## config.mk

```make
export PLATFORM = sky130hd
export DESIGN_NAME = spi_agc_ctrl
export DESIGN_NICKNAME = d
export VERILOG_FILES = /design/src/rtl/spi_agc_ctrl.sv
export SDC_FILE = /design/constraint.sdc
export NUM_CORES = 1
export LEC_CHECK = 0
export CORE_UTILIZATION = 42
export DETAILED_ROUTE_END_ITERATION = 7
export GPL_TIMING_DRIVEN = 0
export PLACE_DENSITY = 0.71
export SETUP_SLACK_MARGIN = 0.5
export SLEW_MARGIN = 20
export SYNTH_ARGS = -nofsm -noshare
export SYNTH_HDL_FRONTEND = slang
export SYNTH_SLANG_ARGS = --single-unit
```

## constraint.sdc

```tcl
create_clock -name main_clk -period 2.43 [get_ports main_clk]
set_input_delay 0.3645 -clock main_clk [delete_from_list [all_inputs] [get_ports main_clk]]
set_output_delay 0.3645 -clock main_clk [all_outputs]
set_load 0.01 [all_outputs]
```

## src/rtl/spi_agc_ctrl.sv

```systemverilog
// SPI master for two AGC channels: 16-bit mode-0 frame {command, data}, two chip selects.
// Read-back path is built only when SPI_AGC_READBACK_EN is defined.
module spi_agc_ctrl #(
  parameter int unsigned CLK_DIV = 4
) (
  input  logic       main_clk,
  input  logic       main_rst_n,
  input  logic       start,
  input  logic       channel,
  input  logic [7:0] spi_mode,
  input  logic [7:0] spi_dataA,
  input  logic [7:0] spi_dataB,
  output logic [7:0] read_data,
  output logic       busy,
  output logic       done,
  output logic       spi_sclk,
  output logic       spi_mosi,
  input  logic       spi_miso,
  output logic [1:0] spi_cs_n
);

  typedef enum logic [2:0] {IDLE, SETUP, SHIFT, HOLD, GAP} state_e;

  localparam logic [7:0] RELOAD = 8'(CLK_DIV - 1);

  state_e      state_q, state_d;
  logic        start_q;
  logic [7:0]  cnt_q, cnt_d;
  logic [3:0]  bit_q, bit_d;
  logic        sclk_q, sclk_d;
  logic [1:0]  cs_q, cs_d;
  logic        busy_q, busy_d;
  logic        done_q, done_d;
  logic [15:0] shreg_q, shreg_d;
  logic        start_edge;

`ifdef SPI_AGC_READBACK_EN
  logic        rd_q, rd_d;
  logic [7:0]  rx_q, rx_d;
  logic [7:0]  rdata_q, rdata_d;
`else
  logic        unused_miso;
  assign unused_miso = spi_miso;
`endif

  assign start_edge = start & ~start_q;

  always_comb begin
    state_d = state_q;
    cnt_d   = cnt_q;
    bit_d   = bit_q;
    sclk_d  = sclk_q;
    cs_d    = cs_q;
    busy_d  = busy_q;
    done_d  = 1'b0;
    shreg_d = shreg_q;
`ifdef SPI_AGC_READBACK_EN
    rd_d    = rd_q;
    rx_d    = rx_q;
    rdata_d = rdata_q;
`endif
    case (state_q)
      IDLE: begin
        if (start_edge) begin
          state_d = SETUP;
          cnt_d   = RELOAD;
          busy_d  = 1'b1;
          cs_d    = channel ? 2'b01 : 2'b10;
          shreg_d = {spi_mode, spi_mode[0] ? 8'h00 : (channel ? spi_dataB : spi_dataA)};
`ifdef SPI_AGC_READBACK_EN
          rd_d    = spi_mode[0];
`endif
        end
      end
      SETUP: begin
        if (cnt_q == 8'd0) begin
          state_d = SHIFT;
          cnt_d   = RELOAD;
          bit_d   = 4'd15;
        end else begin
          cnt_d = cnt_q - 8'd1;
        end
      end
      SHIFT: begin
        if (cnt_q == 8'd0) begin
          cnt_d = RELOAD;
          if (!sclk_q) begin
            sclk_d = 1'b1;
`ifdef SPI_AGC_READBACK_EN
            rx_d   = {rx_q[6:0], spi_miso};
`endif
          end else begin
            sclk_d = 1'b0;
            // MOSI is the shift register MSB, so it only moves when a new low phase starts
            if (bit_q == 4'd0) begin
              state_d = HOLD;
            end else begin
              bit_d   = bit_q - 4'd1;
              shreg_d = {shreg_q[14:0], 1'b0};
            end
          end
        end else begin
          cnt_d = cnt_q - 8'd1;
        end
      end
      HOLD: begin
        if (cnt_q == 8'd0) begin
          state_d = GAP;
          cnt_d   = RELOAD;
          cs_d    = 2'b11;
          done_d  = 1'b1;
          shreg_d = '0;
`ifdef SPI_AGC_READBACK_EN
          if (rd_q) rdata_d = rx_q;
`endif
        end else begin
          cnt_d = cnt_q - 8'd1;
        end
      end
      GAP: begin
        if (cnt_q == 8'd0) begin
          state_d = IDLE;
          busy_d  = 1'b0;
        end else begin
          cnt_d = cnt_q - 8'd1;
        end
      end
      default: state_d = IDLE;
    endcase
  end

  always_ff @(posedge main_clk or negedge main_rst_n) begin
    if (!main_rst_n) begin
      state_q <= IDLE;
      start_q <= 1'b0;
      cnt_q   <= '0;
      bit_q   <= '0;
      sclk_q  <= 1'b0;
      cs_q    <= '1;
      busy_q  <= 1'b0;
      done_q  <= 1'b0;
      shreg_q <= '0;
`ifdef SPI_AGC_READBACK_EN
      rd_q    <= 1'b0;
      rx_q    <= '0;
      rdata_q <= '0;
`endif
    end else begin
      state_q <= state_d;
      start_q <= start;
      cnt_q   <= cnt_d;
      bit_q   <= bit_d;
      sclk_q  <= sclk_d;
      cs_q    <= cs_d;
      busy_q  <= busy_d;
      done_q  <= done_d;
      shreg_q <= shreg_d;
`ifdef SPI_AGC_READBACK_EN
      rd_q    <= rd_d;
      rx_q    <= rx_d;
      rdata_q <= rdata_d;
`endif
    end
  end

  assign spi_sclk = sclk_q;
  assign spi_mosi = shreg_q[15];
  assign spi_cs_n = cs_q;
  assign busy     = busy_q;
  assign done     = done_q;
`ifdef SPI_AGC_READBACK_EN
  assign read_data = rdata_q;
`else
  assign read_data = 8'h00;
`endif

endmodule

```

== Word level (Yosys, flattened, before mapping) ==
Cells that the tools add are included.

* Register bits after elaboration: 37
* Input port bits: 29
* Output and inout port bits: 14
* Word-level logic and storage cells: 77

* Add/subtract/negate cells: 2
* Eq/ne operators: 13
* Muxes and demuxes: 35
* Bitwise logic cells: 2
* Reductions and logical operators: 16

{| class="wikitable"
|+ Operator list
! cell !! count
|-
| 2-to-1 mux 16 bit || 5
|-
| case mux 16 bit (3 select lines) || 1
|-
| 2-to-1 mux 8 bit || 5
|-
| case mux 8 bit (3 select lines) || 1
|-
| 2-to-1 mux 3 bit || 7
|-
| != test 2 bit (second input constant) || 9
|-
| 2-to-1 mux 4 bit || 4
|-
| case mux 3 bit (5 select lines) || 1
|-
| AND reduction 3 bit || 3
|-
| zero test 8 bit || 1
|-
| case mux 4 bit (2 select lines) || 1
|-
| subtractor 8 x 1 -> 8 bit (second input constant) || 1
|-
| AND reduction 7 bit || 1
|-
| equality test 3 x 2 -> 1 bit (second input constant) || 2
|-
| 2-to-1 mux 2 bit || 3
|-
| AND reduction 6 bit || 1
|-
| nonzero test 2 bit || 3
|-
| nonzero test 3 bit || 2
|-
| 2-to-1 mux 1 bit || 5
|-
| AND reduction 5 bit || 1
|-
| zero test 4 bit || 1
|-
| case mux 2 bit (2 select lines) || 1
|-
| subtractor 4 x 1 -> 4 bit (second input constant) || 1
|-
| equality test 3 x 1 -> 1 bit (second input constant) || 1
|-
| 7 further kinds || 7
|}

== Longest topological paths before layout ==
* Depth after elaboration: 5
* Gate-level depth with buffers: 7
* Gate-level depth less buffers: 6

== Worst setup path after synthesis ==
No wires, ideal clock.

* Path type: flip-flop to flip-flop
* Start: reg bit_q[0]
* End: reg shreg_q[12]
* Setup time: 127 ps
* Data arrival time: 1980 ps
* Path slack: 323 ps
* Cell stages (with the launch flop): 8
* Path buffers: 1
* Clock period less this slack: 2107 ps
* Cells stage by stage: dfrtp_1 -> inv_1 -> ha_1 -> or3b_2 -> a21oi_1 -> o32ai_4 -> buf_6 -> mux2_1

* Longest elaborated chain between the ends: 3

{| class="wikitable"
|+ Ends and longest elaborated chain
! what !! line !! source
|-
| from (decl) || 29 || <nowiki>logic [3:0] bit_q, bit_d;</nowiki>
|-
| from (signal assigned) || 152 || <nowiki>bit_q <= bit_d;</nowiki>
|-
| zero test 4 bit || 95 || <nowiki>if (bit_q == 4'd0) begin</nowiki>
|-
| != test 2 bit (no line) || n/a ||
|-
| AND reduction 6 bit (no line) || n/a ||
|-
| to (signal assigned) || 157 || <nowiki>shreg_q <= shreg_d;</nowiki>
|-
| to (decl) || 34 || <nowiki>logic [15:0] shreg_q, shreg_d;</nowiki>
|}

No other way between the ends.
A chain may end at the register's enable or synchronous reset.

== Worst setup path after layout ==
* Start: reg cnt_q[3]
* End: reg cnt_q[7]

* Longest elaborated chain between the ends: 3
* Elaborated cells between the ends (all ways): 7

{| class="wikitable"
|+ Ends and longest elaborated chain
! what !! line !! source
|-
| from (decl) || 28 || <nowiki>logic [7:0] cnt_q, cnt_d;</nowiki>
|-
| from (signal assigned) || 151 || <nowiki>cnt_q <= cnt_d;</nowiki>
|-
| subtractor 8 x 1 -> 8 bit / zero test 8 bit (equally long branches) || n/a ||
|-
| 2-to-1 mux 8 bit (tied with other cells) || 121 || <nowiki>if (cnt_q == 8'd0) begin</nowiki>
|-
| case mux 8 bit (3 select lines) / AND reduction 3 bit (equally long branches) || n/a ||
|}

Parallel ways exist; a longest one is shown, timed or not. The select of a mux whose other input is x is not followed.

==> results.py <==
metrics = {
    "cells_and_area": {
        "layout_common_cells": "32 x dfrtp_1, 31 x clkdlybuf4s50_1, 27 x buf_4",
        "drive_gt1_share_pct": 35.6,
        "instances_no_fill": 351,
        "synthToLayoutAreaGrowth_pct": 37.3,
        "fin_nets": 312,
        "num-fill-cells": 427,
        "antenna_cells": 0,
        "mostFrequentLayoutCell": "dfrtp_1",
    },
    "synthesis": {
        "yosysTopAreaCell": "dfrtp_1",
        "ys_ff_latch": 37,
        "synth-seq-area-share_pct": 40.7,
        "yosysUniqueCellTypes": 62,
        "synth-edff-count": 0,
        "netlist_instances": 211,
        "synth_top_area_share_pct": 38.4,
        "ys.flop_type": "dfrtp_1",
        "syn_area_um2": 2280,
        "ys_async_sr_fraction_pct": 100,
        "yosys_warnings": 0,
        "avgSynthCellArea_um2": 10.8,
        "synthTopCellsByArea": "dfrtp_1 38%, mux2_2 7.9%, mux2i_1 4.4%, a22o_1 3.5%, o2bb2ai_1 2.7%",
    },
    "sta": {
        "fin_setup_tns_ns": 0,
        "setup_viol_count_final": 0,
        "rsz0062_at_grt": "yes",
        "min_period_ns": 1.97,
        "worstMarginPinSlew_ns": 0.661,
        "fmax_ghz": 0.508,
        "hold_viol_final": 0,
        "period_share_pct": 81.1,
        "fin_skew_ns": 0.00637,
        "slew_headroom_pct": 56.0,
        "whs_ns": 0.00421,
        "finalMaxSlewViolations": 0,
    },
    "worst_setup_path": {
        "worstPathMaxFanout": 6,
        "cp-end-kind": "register",
        "critPathSlowestCell": "or4_4",
        "crit_type": "register to register",
        "reg2reg_setup_slack_ns": 0.46,
        "start_kind": "register",
        "required_ns": 2.61,
        "arrival_ns": 2.15,
        "slowest_delay_ns": 0.54,
        "crit_buf_inv": 1,
        "crit_family": "simple AND/OR/NAND/NOR gates",
        "path_cells": "or4_4, buf_8, o32ai_4, nor2b_1, mux2_2",
    },
    "die": {
        "row_count": 26,
        "die_area_um2": 5740,
        "dieWidth_um": 75.7,
        "fp.dieH_um": 75.7,
        "start_util_pct": 44.1,
        "ios": 43,
        "coreArea_um2": 5170,
    },
    "detailed_routing": {
        "viasPerCell": 5.53,
        "dr.pass1.iters": 4,
        "drc": 0,
        "met3_length_um": 297,
        "met2_length_mm": 2.54,
        "highest_layer": "met4",
        "via_count": 1940,
        "wirelength_met1_mm": 2.34,
        "ant_nets": 0,
        "drt-initial-drc-count": 99,
        "routed_wl_mm": 5.28,
        "wl_per_cell_um": 15.0,
    },
    "power_and_ir_drop": {
        "finalPower_mw": 1.19,
        "pwr_density_cell_nw_per_um2": 378,
        "p_leak_nw": 1.38,
        "max-vdd-ir-drop_v": 0.000192,
    },
    "global_routing": {
        "grt-ovfl-total": 0,
        "grt_usage_pct": 19.3,
        "grt_max_degree": 22,
        "grt_pass1_vias": 1780,
        "grt_pass1_wl_mm": 8.16,
        "antenna_found_initial": 0,
    },
    "place": {
        "placedCellCount": 321,
        "place_congestion": 0.896,
        "numPortBuffers": 32,
        "dpl.hpwl_mm": 3.50,
    },
    "cts": {
        "clockRootBuffer": "clkbuf_8",
        "numCtsBuffers": 5,
        "ctsHtreeMaxLevel": 2,
        "path_clk_slew_ns": 0.08,
        "clk_latency_ns": 0.29,
        "clockBufferDepth": 2,
        "cts_tree": "built",
        "cts_sinks": 37,
        "ctsHoldBuffers": 0,
    },
    "hold_path": {
        "hold_path_class": "input port to asynchronous set/reset pin",
    },
    "run": {
        "cap_viol_max_count": 0,
    },
    "outcome": {
        "status": "finished clean",
    },
}
## timing repair
| item | 4_1_cts | 5_1_grt |
|---|---|---|
| cloned | 1 | 0 |
| gates resized for setup | 25 | 16 |
| buffers inserted | 15 | 6 |
| pin swaps | 5 | 9 |
| endpoints found under the setup margin | 26 | 26 |
## cells in the mapped netlist (6+ instances only)
library cell and count:
dfrtp_1 35, clkbuf_1 7, a21oi_1 6, mux2_2 16
o2bb2ai_1 7, mux2i_1 10, nor2_1 12, buf_4 8
a22o_1 9, nand2_1 6, o21ai_0 8, inv_1 9
## final timing paths
check / from / endpoint / cells after the start
max in group asynchronous: main_rst_n / spi_cs_n[0] / 2
worst min-delay path: main_rst_n / cnt_q[2] / 1
worst max-delay path: cnt_q[3] / cnt_q[7] / 5
worst max register to register: cnt_q[3] / cnt_q[7] / 5
worst min register to register: shreg_q[0] / shreg_q[0] / 1
min in group main_clk: shreg_q[0] / shreg_q[0] / 1
## stage by stage
stage          util (%)  area (um2)  worst slack (ns)
2_1_floorplan         -        2330             0.435
3_3_place_gp       52.9        2730           -0.0431
3_5_place_dp       53.3        2760           -0.0195
4_1_cts            59.0        3050             0.502
5_1_grt            60.6        3130             0.398
6_report           60.6        3130             0.460
## kinds of logic after synthesis
family / synth area share [%]
fa+ha+maj: 2.08
flops: 40.7
simple gates: 12.5
buf+inv: 6.63
other cells: 0.164
xor+xnor: 1.15
compound gates: 24.0
mux: 12.8
## layer usage
| metal | global-route usage [%] | vias up |
|---|---|---|
| met1 | 24.6 | 943 |
| met3 | 4.63 | 10 |
| met4 | 7.20 | 0 |
| li1 | - | 922 |
| met2 | 31.9 | 65 |
| met5 | 0 | - |
## flip-flops by register name, indices dropped and copies added, names as in the netlist
signal / count
cnt_q: 8
start_q: 1
bit_q: 4
spi_cs_n: 2
busy: 1
state_q: 3
spi_sclk: 1
shreg_q: 16
done: 1
## worst reg2reg max path, cell delays in order, from the launching register on
cell and delay, ns:
dfrtp_2 0.42, or4_4 0.54, buf_8 0.16, o32ai_4 0.39, nor2b_1 0.09, mux2_2 0.27
## power by group
group          switching, mW  internal, mW  total, mW
registers           0.000871         0.616      0.617
clock network          0.234         0.230      0.464
logic                 0.0401        0.0645      0.105
## cell type report
class                   instances  area (um2)  area share [%]
well taps                      70        87.6            2.79
plain buffers                  19         128            4.07
inverters                       9        33.8            1.08
repair buffers                 55         519            16.6
clock buffers                   6        82.6            2.63
clock inverters                 2        13.8           0.439
flip-flops and latches         37         932            29.7
multi-input cells             153        1340            42.7
Note: power is estimated with default switching activity, not from simulation.
